`src/rtl/receiver_spi.sv`:
```
// SPI slave receiver: oversampled SCK/CS/MOSI, LSB-first words in,
// response word out on MISO, all four CKP/CPH modes, streaming words.
module receiver_spi #(
    parameter int DATA_W      = 8,
    parameter int SYNC_STAGES = 2
) (
    input  logic              clk,
    input  logic              rst,
    input  logic              CKP,
    input  logic              CPH,
    input  logic              SCK,
    input  logic              CS,
    input  logic              MOSI,
    input  logic [DATA_W-1:0] tx_data,
    output logic              MISO,
    output logic              miso_oe,
    output logic [DATA_W-1:0] rx_data,
    output logic              rx_valid,
    output logic              busy,
    output logic              frame_err
);

    localparam int CNT_W = $clog2(DATA_W) + 1;
    localparam logic [CNT_W-1:0] LAST = CNT_W'(DATA_W - 1);

    typedef enum logic [1:0] {
        IDLE,
        ACTIVE,
        ABORT
    } state_t;

    state_t state;

    logic [SYNC_STAGES-1:0] sck_sync;
    logic [SYNC_STAGES-1:0] cs_sync;
    logic [SYNC_STAGES-1:0] mosi_sync;

    logic s_sck;
    logic s_cs;
    logic s_mosi;
    logic sck_q;
    logic cs_q;

    logic [DATA_W-1:0] rx_shift;
    logic [DATA_W-1:0] tx_shift;
    logic [DATA_W-1:0] rx_next;
    logic [CNT_W-1:0]  bit_cnt;
    logic              reload;
    logic              first;

    logic lead;
    logic trail;
    logic sample_ev;
    logic shift_ev;
    logic cs_fall;
    logic word_done;

    assign s_sck  = sck_sync[SYNC_STAGES-1];
    assign s_cs   = cs_sync[SYNC_STAGES-1];
    assign s_mosi = mosi_sync[SYNC_STAGES-1];

    assign lead      = (sck_q == CKP) && (s_sck != CKP);
    assign trail     = (sck_q != CKP) && (s_sck == CKP);
    assign sample_ev = CPH ? trail : lead;
    assign shift_ev  = CPH ? lead : trail;
    assign cs_fall   = cs_q && !s_cs;
    assign word_done = sample_ev && (bit_cnt == LAST);
    assign rx_next   = {s_mosi, rx_shift[DATA_W-1:1]};
    assign busy      = (state == ACTIVE);

    // Bring the asynchronous pins into the clk domain
    always_ff @(posedge clk) begin
        if (!rst) begin
            sck_sync  <= '0;
            cs_sync   <= '0;
            mosi_sync <= '0;
            sck_q     <= 1'b0;
            cs_q      <= 1'b0;
        end else begin
            sck_sync  <= {sck_sync[SYNC_STAGES-2:0], SCK};
            cs_sync   <= {cs_sync[SYNC_STAGES-2:0], CS};
            mosi_sync <= {mosi_sync[SYNC_STAGES-2:0], MOSI};
            sck_q     <= s_sck;
            cs_q      <= s_cs;
        end
    end

    // Frame FSM with the shift registers and registered outputs
    always_ff @(posedge clk) begin
        if (!rst) begin
            state     <= IDLE;
            rx_shift  <= '0;
            tx_shift  <= '0;
            bit_cnt   <= '0;
            reload    <= 1'b0;
            first     <= 1'b0;
            MISO      <= 1'b0;
            miso_oe   <= 1'b0;
            rx_data   <= '0;
            rx_valid  <= 1'b0;
            frame_err <= 1'b0;
        end else begin
            rx_valid  <= 1'b0;
            frame_err <= 1'b0;
            miso_oe   <= !s_cs;
            unique case (state)
                IDLE: begin
                    rx_shift <= '0;
                    bit_cnt  <= '0;
                    reload   <= 1'b0;
                    if (cs_fall) begin
                        state    <= ACTIVE;
                        tx_shift <= tx_data;
                        MISO     <= tx_data[0];
                        first    <= 1'b1;
                    end else begin
                        tx_shift <= '0;
                        MISO     <= 1'b0;
                        first    <= 1'b0;
                    end
                end
                ACTIVE: begin
                    if (sample_ev) begin
                        rx_shift <= rx_next;
                        if (bit_cnt == LAST) begin
                            rx_data  <= rx_next;
                            rx_valid <= 1'b1;
                            bit_cnt  <= '0;
                            reload   <= 1'b1;
                        end else begin
                            bit_cnt <= bit_cnt + CNT_W'(1);
                        end
                    end
                    // CPH=1 leaves bit 0 on MISO for the first leading edge
                    if (shift_ev) begin
                        first <= 1'b0;
                        if (!(CPH && first)) begin
                            if (reload) begin
                                tx_shift <= tx_data;
                                MISO     <= tx_data[0];
                                reload   <= 1'b0;
                            end else begin
                                tx_shift <= tx_shift >> 1;
                                MISO     <= tx_shift[1];
                            end
                        end
                    end
                    if (s_cs) begin
                        if (bit_cnt != '0 && !word_done) begin
                            state     <= ABORT;
                            frame_err <= 1'b1;
                        end else begin
                            state <= IDLE;
                        end
                    end
                end
                ABORT: begin
                    state    <= IDLE;
                    rx_shift <= '0;
                    tx_shift <= '0;
                    bit_cnt  <= '0;
                    reload   <= 1'b0;
                    first    <= 1'b0;
                    MISO     <= 1'b0;
                end
                default: begin
                    state <= IDLE;
                end
            endcase
        end
    end

endmodule

```
`config.mk`:
```
export PLATFORM = sky130hd
export DESIGN_NAME = receiver_spi
export DESIGN_NICKNAME = d
export VERILOG_FILES = /design/src/rtl/receiver_spi.sv
export SDC_FILE = /design/constraint.sdc
export NUM_CORES = 1
export LEC_CHECK = 0
export BUFFER_PORTS_ARGS = -buffer_cell sky130_fd_sc_hd__buf_2
export CORE_AREA = 2 2 63 65
export CTS_BUF_LIST = sky130_fd_sc_hd__clkbuf_8 sky130_fd_sc_hd__clkbuf_16
export CTS_CLUSTER_SIZE = 40
export DETAILED_ROUTE_END_ITERATION = 6
export DIE_AREA = 0 0 65 67
export HOLD_SLACK_MARGIN = 0.06
export PLACE_DENSITY = 0.73
export SETUP_SLACK_MARGIN = 0.05
export SLEW_MARGIN = 20
export SYNTH_ARGS = -nofsm -noshare
export SYNTH_HDL_FRONTEND = slang
export SYNTH_SLANG_ARGS = --single-unit
```
`constraint.sdc`:
```
create_clock -name clk -period 2.5 [get_ports clk]
set_input_delay 0.375 -clock clk [delete_from_list [all_inputs] [get_ports clk]]
set_output_delay 0.375 -clock clk [all_outputs]
set_load 0.1 [all_outputs]
```
==> results_dict.tcl, run 1 <==
set metrics [dict create \
    hold_class "input port to flop" \
    gp_congestion 0.809 \
    final_hold_viol_count 0 \
    yosys_warnings 0 \
    power_leakage_nw 0.933 \
    start_util_pct 51.9 \
    drt_first_pass_iters 4 \
    critPathTopFamily "simple AND/OR/NAND/NOR gates" \
    power_mw 1.28 \
    dpl_cell_area_um2 2040 \
    grt_pass1_vias 1459 \
    required_ns 2.69 \
    antenna_found_initial 0 \
    critPathBufInv 1 \
    max_cap_viol_count 0 \
    clk_pin_slew_ns 0.08 \
    min_from "CS" \
    crit_start "state[0]" \
    synth_async_sr_flop_share_pct 0 \
    fin_area_um2 2150 \
    netlist_instances 190 \
    fmax_mhz 475 \
    r2r-start "state[0]" \
    ys_seq_elements 42 \
    worstPathArrival_ns 2.29 \
    cp_max_fo 16 \
    via_per_inst 5.41 \
    outcome "finished clean" \
    ys_seq_area_share_pct 44.9 \
    syn-mean-instance-area_um2 9.84 \
    drv_slew 0 \
    cp_slowest_stage_delay_ns 0.44 \
    finalWorstSetupSlack_ns 0.396 \
    placed_cells 259 \
    syn_to_final_growth_pct 14.8 \
    dp_slack_ns 0.435 \
    period_share_pct 84.2 \
    die_y_um 67 \
    fin_skew_ns 0.00409 \
    drt_wl_total_um 3570 \
    n_fill_cell 332 \
    grt_setup_unrepaired "no" \
    fp-row-count 22 \
    portBuffers 27 \
    ant_nets 0 \
    final_cell_mix "dfxtp_1 (42), buf_2 (27), nand2_1 (16), nor2b_1 (12), and2_1 (10)" \
    slowest_stage "dfxtp_1" \
    crit_chain "ha_2 -> inv_1 -> nor4b_1 -> nor3_2 -> a21o_1 -> a22o_1" \
    hpwl_um 2560 \
    peakVddDrop_mv 0.393 \
    syn_area_um2 1870 \
    cts_buffer_depth 2 \
    critPathKind "flop to flop" \
    dieWidth_um 65 \
    final_common_cell "dfxtp_1" \
    cts_root_buffer "clkbuf_8" \
    setup_violations 0 \
    cts.sink_count 42 \
    relSlewSlack_pct 54.0 \
    cts_max_level 2 \
    ctsResizeCount 0 \
    vias 1444 \
    period_needed_ns 2.10 \
    ios 28 \
    postCtsSetupBuffers 0 \
    die_area_um2 4360 \
    worstSetupEndpointType "flop" \
    fin_nets 240 \
    reg2reg_slack_ns 0.40 \
    drive_above_1_share_pct 20.1 \
    grt.overflow.total 0 \
    ys_dominant_reg_cell "dfxtp_1" \
    postCtsHoldBufs 0 \
    grt_max_degree 39 \
    synthDistinctLibCells 40 \
    first_iter_violations 85 \
    core_area_um2 3610 \
    cts_tree "done" \
    clk-insertion-delay-late_ns 0.29 \
    synth_edf_count 0 \
    post_drt_wl_per_cell_um 13.4 \
    grt_pass1_wl_um 6300 \
    antenna_cells 0 \
    setup-tns-final_ns 0 \
    numCtsBuffers 5 \
    grt.total_usage_pct 18.8 \
    fin_cells 267 \
    utilization_pct 59.5 \
    startpoint_type "flop" \
    tightest_slew_ns 0.687 \
    mappedNetlistNets 212 \
    powerDensity_nw_per_um2 598 \
    whs_ns 0.285 \
    drc_errors 0 \
]
Yosys cell counts, types with 3 or more instances:
master	number	area [µm²]
dfxtp_1	42	841
nand2_1	16	60.1
nor2b_1	12	75.1
and2_1	10	62.6
a22o_1	9	78.8
o21ai_0	9	45.0
mux2i_1	8	80.1
ha_1	7	87.6
inv_1	7	26.3
nor2_1	7	26.3
o211a_1	6	60.1
a22oi_1	5	37.5
clkbuf_1	5	18.8
nand3_1	5	25.0
and3_1	3	18.8
nor3b_1	3	22.5
o21ai_1	3	15.0
path summary, 6_finish.rpt:
path | to | depth (start not counted)
hold reg to reg | sck_sync[1] | 1
setup / recovery | bit_cnt[3] | 6
hold / removal | cs_sync[0] | 2
setup reg to reg | bit_cnt[3] | 6
power by group:
part / internal [mW] / switching, mW
logic: 0.0316 / 0.0526
registers: 0.678 / 0.00714
clock network: 0.294 / 0.221
state kept, by name, indices dropped and copies added (netlist names), 2 cells and up:
signal     count
rx_data        8
cs_sync        2
tx_shift       7
state          2
sck_sync       2
bit_cnt        4
rx_shift       7
mosi_sync      2
worst reg2reg max path, stage by stage (launching register included):
cell and delay [ns]:
dfxtp_1 0.44, ha_2 0.41, inv_1 0.18, nor4b_1 0.41
nor3_2 0.17, a21o_1 0.19, a22o_1 0.21
routing by layer:
layer	track usage, %	routed length (µm)	vias up
li1	-	-	731
met1	21.9	1610	681
met2	33.0	1770	28
met3	4.22	143	4
met4	8.24	51	0
met5	0	0	-
layout make-up:
cell class                      instances  area [µm²]  share of cell area (%)
Multi-Input combinational cell        133         960                    44.7
Sequential cell                        42         841                    39.2
Timing Repair Buffer                   29         150                    6.99
Clock buffer                            5        68.8                    3.21
Tap cell                               48        60.1                    2.80
Clock inverter                          3        41.3                    1.92
Inverter                                7        26.3                    1.22
logic make-up after synthesis:
group | after synthesis | share of synthesized area, %
adder cells (fa/ha/maj) | 7 | 4.68
multiplexers | 9 | 5.08
flip-flops | 42 | 45.0
buffers and inverters | 15 | 3.88
XOR/XNOR | 2 | 1.34
AND/OR/NAND/NOR | 68 | 20.7
AO/OA/AOI/OAI | 47 | 19.3
(Power assumes the default switching activity.)
==> inputs of run 2 (changes only) <==
CORE_AREA = 2 2 65 67   (was 2 2 63 65)
DIE_AREA = 0 0 67 69   (was 0 0 65 67)
PLACE_DENSITY = 0.72   (was 0.73)
clock period = 1.75 ns   (was 2.5 ns; I/O delays follow)
==> run 2 against run 1 <==
Effect of this change: worst setup slack got worse by 0.27 ns; critical path type unchanged; core utilization increased by 0.75 points; wire length increased by 1.7%; largest power group unchanged.
==> results_dict.tcl, run 2 (synthesis gave the netlist of run 1 again) <==
set metrics [dict create \
    grt_max_degree 23 \
    crit_chain "buf_4 -> ha_4 -> inv_4 -> nor4b_4 -> nor3_4 -> a21o_1 -> a22o_1" \
    ios 28 \
    grt.overflow.total 0 \
    regMostFlops "rx_data" \
    first_iter_violations 64 \
    ant_nets 0 \
    drc_errors 0 \
    fin_skew_ns 0.00721 \
    setup_violations 0 \
    cp_max_fo 11 \
    grt_pass1_vias 1395 \
    fin_area_um2 2360 \
    cts_buffer_depth 2 \
    worstPathArrival_ns 1.81 \
    grt_setup_unrepaired "yes" \
    cts.sink_count 42 \
    critPathKind "flop to flop" \
    grtUsageMet2_pct 26.7 \
    antenna_cells 0 \
    final_common_cell "dfxtp_1" \
    fin_nets 259 \
    portBuffers 27 \
    cts_max_level 2 \
    numCtsBuffers 5 \
    dpl_cell_area_um2 2180 \
    cts_root_buffer "clkbuf_8" \
    finalWorstSetupSlack_ns 0.127 \
    via_per_inst 5.17 \
    syn_to_final_growth_pct 26.2 \
    relSlewSlack_pct 67.6 \
    drv_slew 0 \
    dp_slack_ns -0.00651 \
    drt_first_pass_iters 5 \
    worstSetupEndpointType "flop" \
    period_share_pct 92.7 \
    max_cap_viol_count 0 \
    powerDensity_nw_per_um2 736 \
    start_util_pct 47.8 \
    busiest_layer "met2" \
    drt_wl_total_um 3630 \
    largest_registers "rx_data: 8 flops, rx_shift: 7 flops, tx_shift: 7 flops" \
    cp_slowest_stage_delay_ns 0.37 \
    startpoint_type "flop" \
    drive_above_1_share_pct 31.9 \
    period_needed_ns 1.62 \
    die_y_um 69 \
    clk-insertion-delay-late_ns 0.29 \
    tightest_slew_ns 0.489 \
    slowest_stage "dfxtp_2" \
    critPathTopFamily "simple AND/OR/NAND/NOR gates" \
    required_ns 1.94 \
    whs_ns 0.174 \
    utilization_pct 60.3 \
    grt.total_usage_pct 16.7 \
    gp_congestion 0.741 \
    final_cell_mix "dfxtp_1 (40), buf_2 (26), buf_4 (21), nand2_1 (16), nor2b_1 (12)" \
    core_area_um2 3910 \
    final_hold_viol_count 0 \
    clk_pin_slew_ns 0.08 \
    fmax_mhz 616 \
    post_drt_wl_per_cell_um 12.6 \
    power_leakage_nw 1.04 \
    fp-row-count 23 \
    largest_reg_flops 8 \
    peakVddDrop_mv 0.598 \
    met3_usage_pct 5.38 \
    outcome "finished clean" \
    hold_class "input port to flop" \
    dieWidth_um 67 \
    hpwl_um 2580 \
    grt_pass1_wl_um 6040 \
    cts_tree "done" \
    use_met1_pct 20.4 \
    critPathBufInv 2 \
    antenna_found_initial 0 \
    power_mw 1.74 \
    die_area_um2 4620 \
    vias 1489 \
]
## run 2: final cells by class
cell class              instances  area, µm²
well taps                      50       62.6
repair buffers                 48        299
multi-input cells             133       1040
inverters                       7       28.8
fillers                       358       1550
clock buffers                   5       68.8
flip-flops and latches         42        843
clock inverters                 3       18.8
## run 2: path summary, 6_finish.rpt
| check | endpoint | slack [ns] | start | cells after the start |
|---|---|---|---|---|
| worst max-delay path | bit_cnt[3] | 0.13 | state[0] | 7 |
| worst min-delay path | sck_sync[0] | 0.17 | SCK | 2 |
| worst min register to register | sck_sync[1] | 0.44 | sck_sync[0] | 1 |
| worst max register to register | bit_cnt[3] | 0.13 | state[0] | 7 |
## run 2: where the power goes
part | switching, mW | leakage, nW | internal (mW)
combinational | 0.0840 | 0.648 | 0.0663
sequential | 0.00914 | 0.341 | 0.969
clock | 0.326 | 0.0483 | 0.280
## run 2: repair_timing
| action | 4_1_cts | 5_1_grt |
|---|---|---|
| hold buffers | 0 | 0 |
| setup endpoints to repair | 16 | 17 |
| cloned | 0 | 0 |
| buffers inserted | 0 | 3 |
| gates resized for setup | 3 | 9 |
| hold endpoints to repair | 0 | 0 |
## run 2: layer usage
metal  routed length [µm]  vias up
met5                    0        -
met4                   53        0
met3                  147        5
met2                 1770       25
met1                 1660      687
li1                     -      772
## run 2: stage by stage
stage	instances	TNS, ns
finish	288	0
global placement	277	0
floorplan	190	0
detailed placement	277	-0.0153
CTS	285	0
global route	288	0
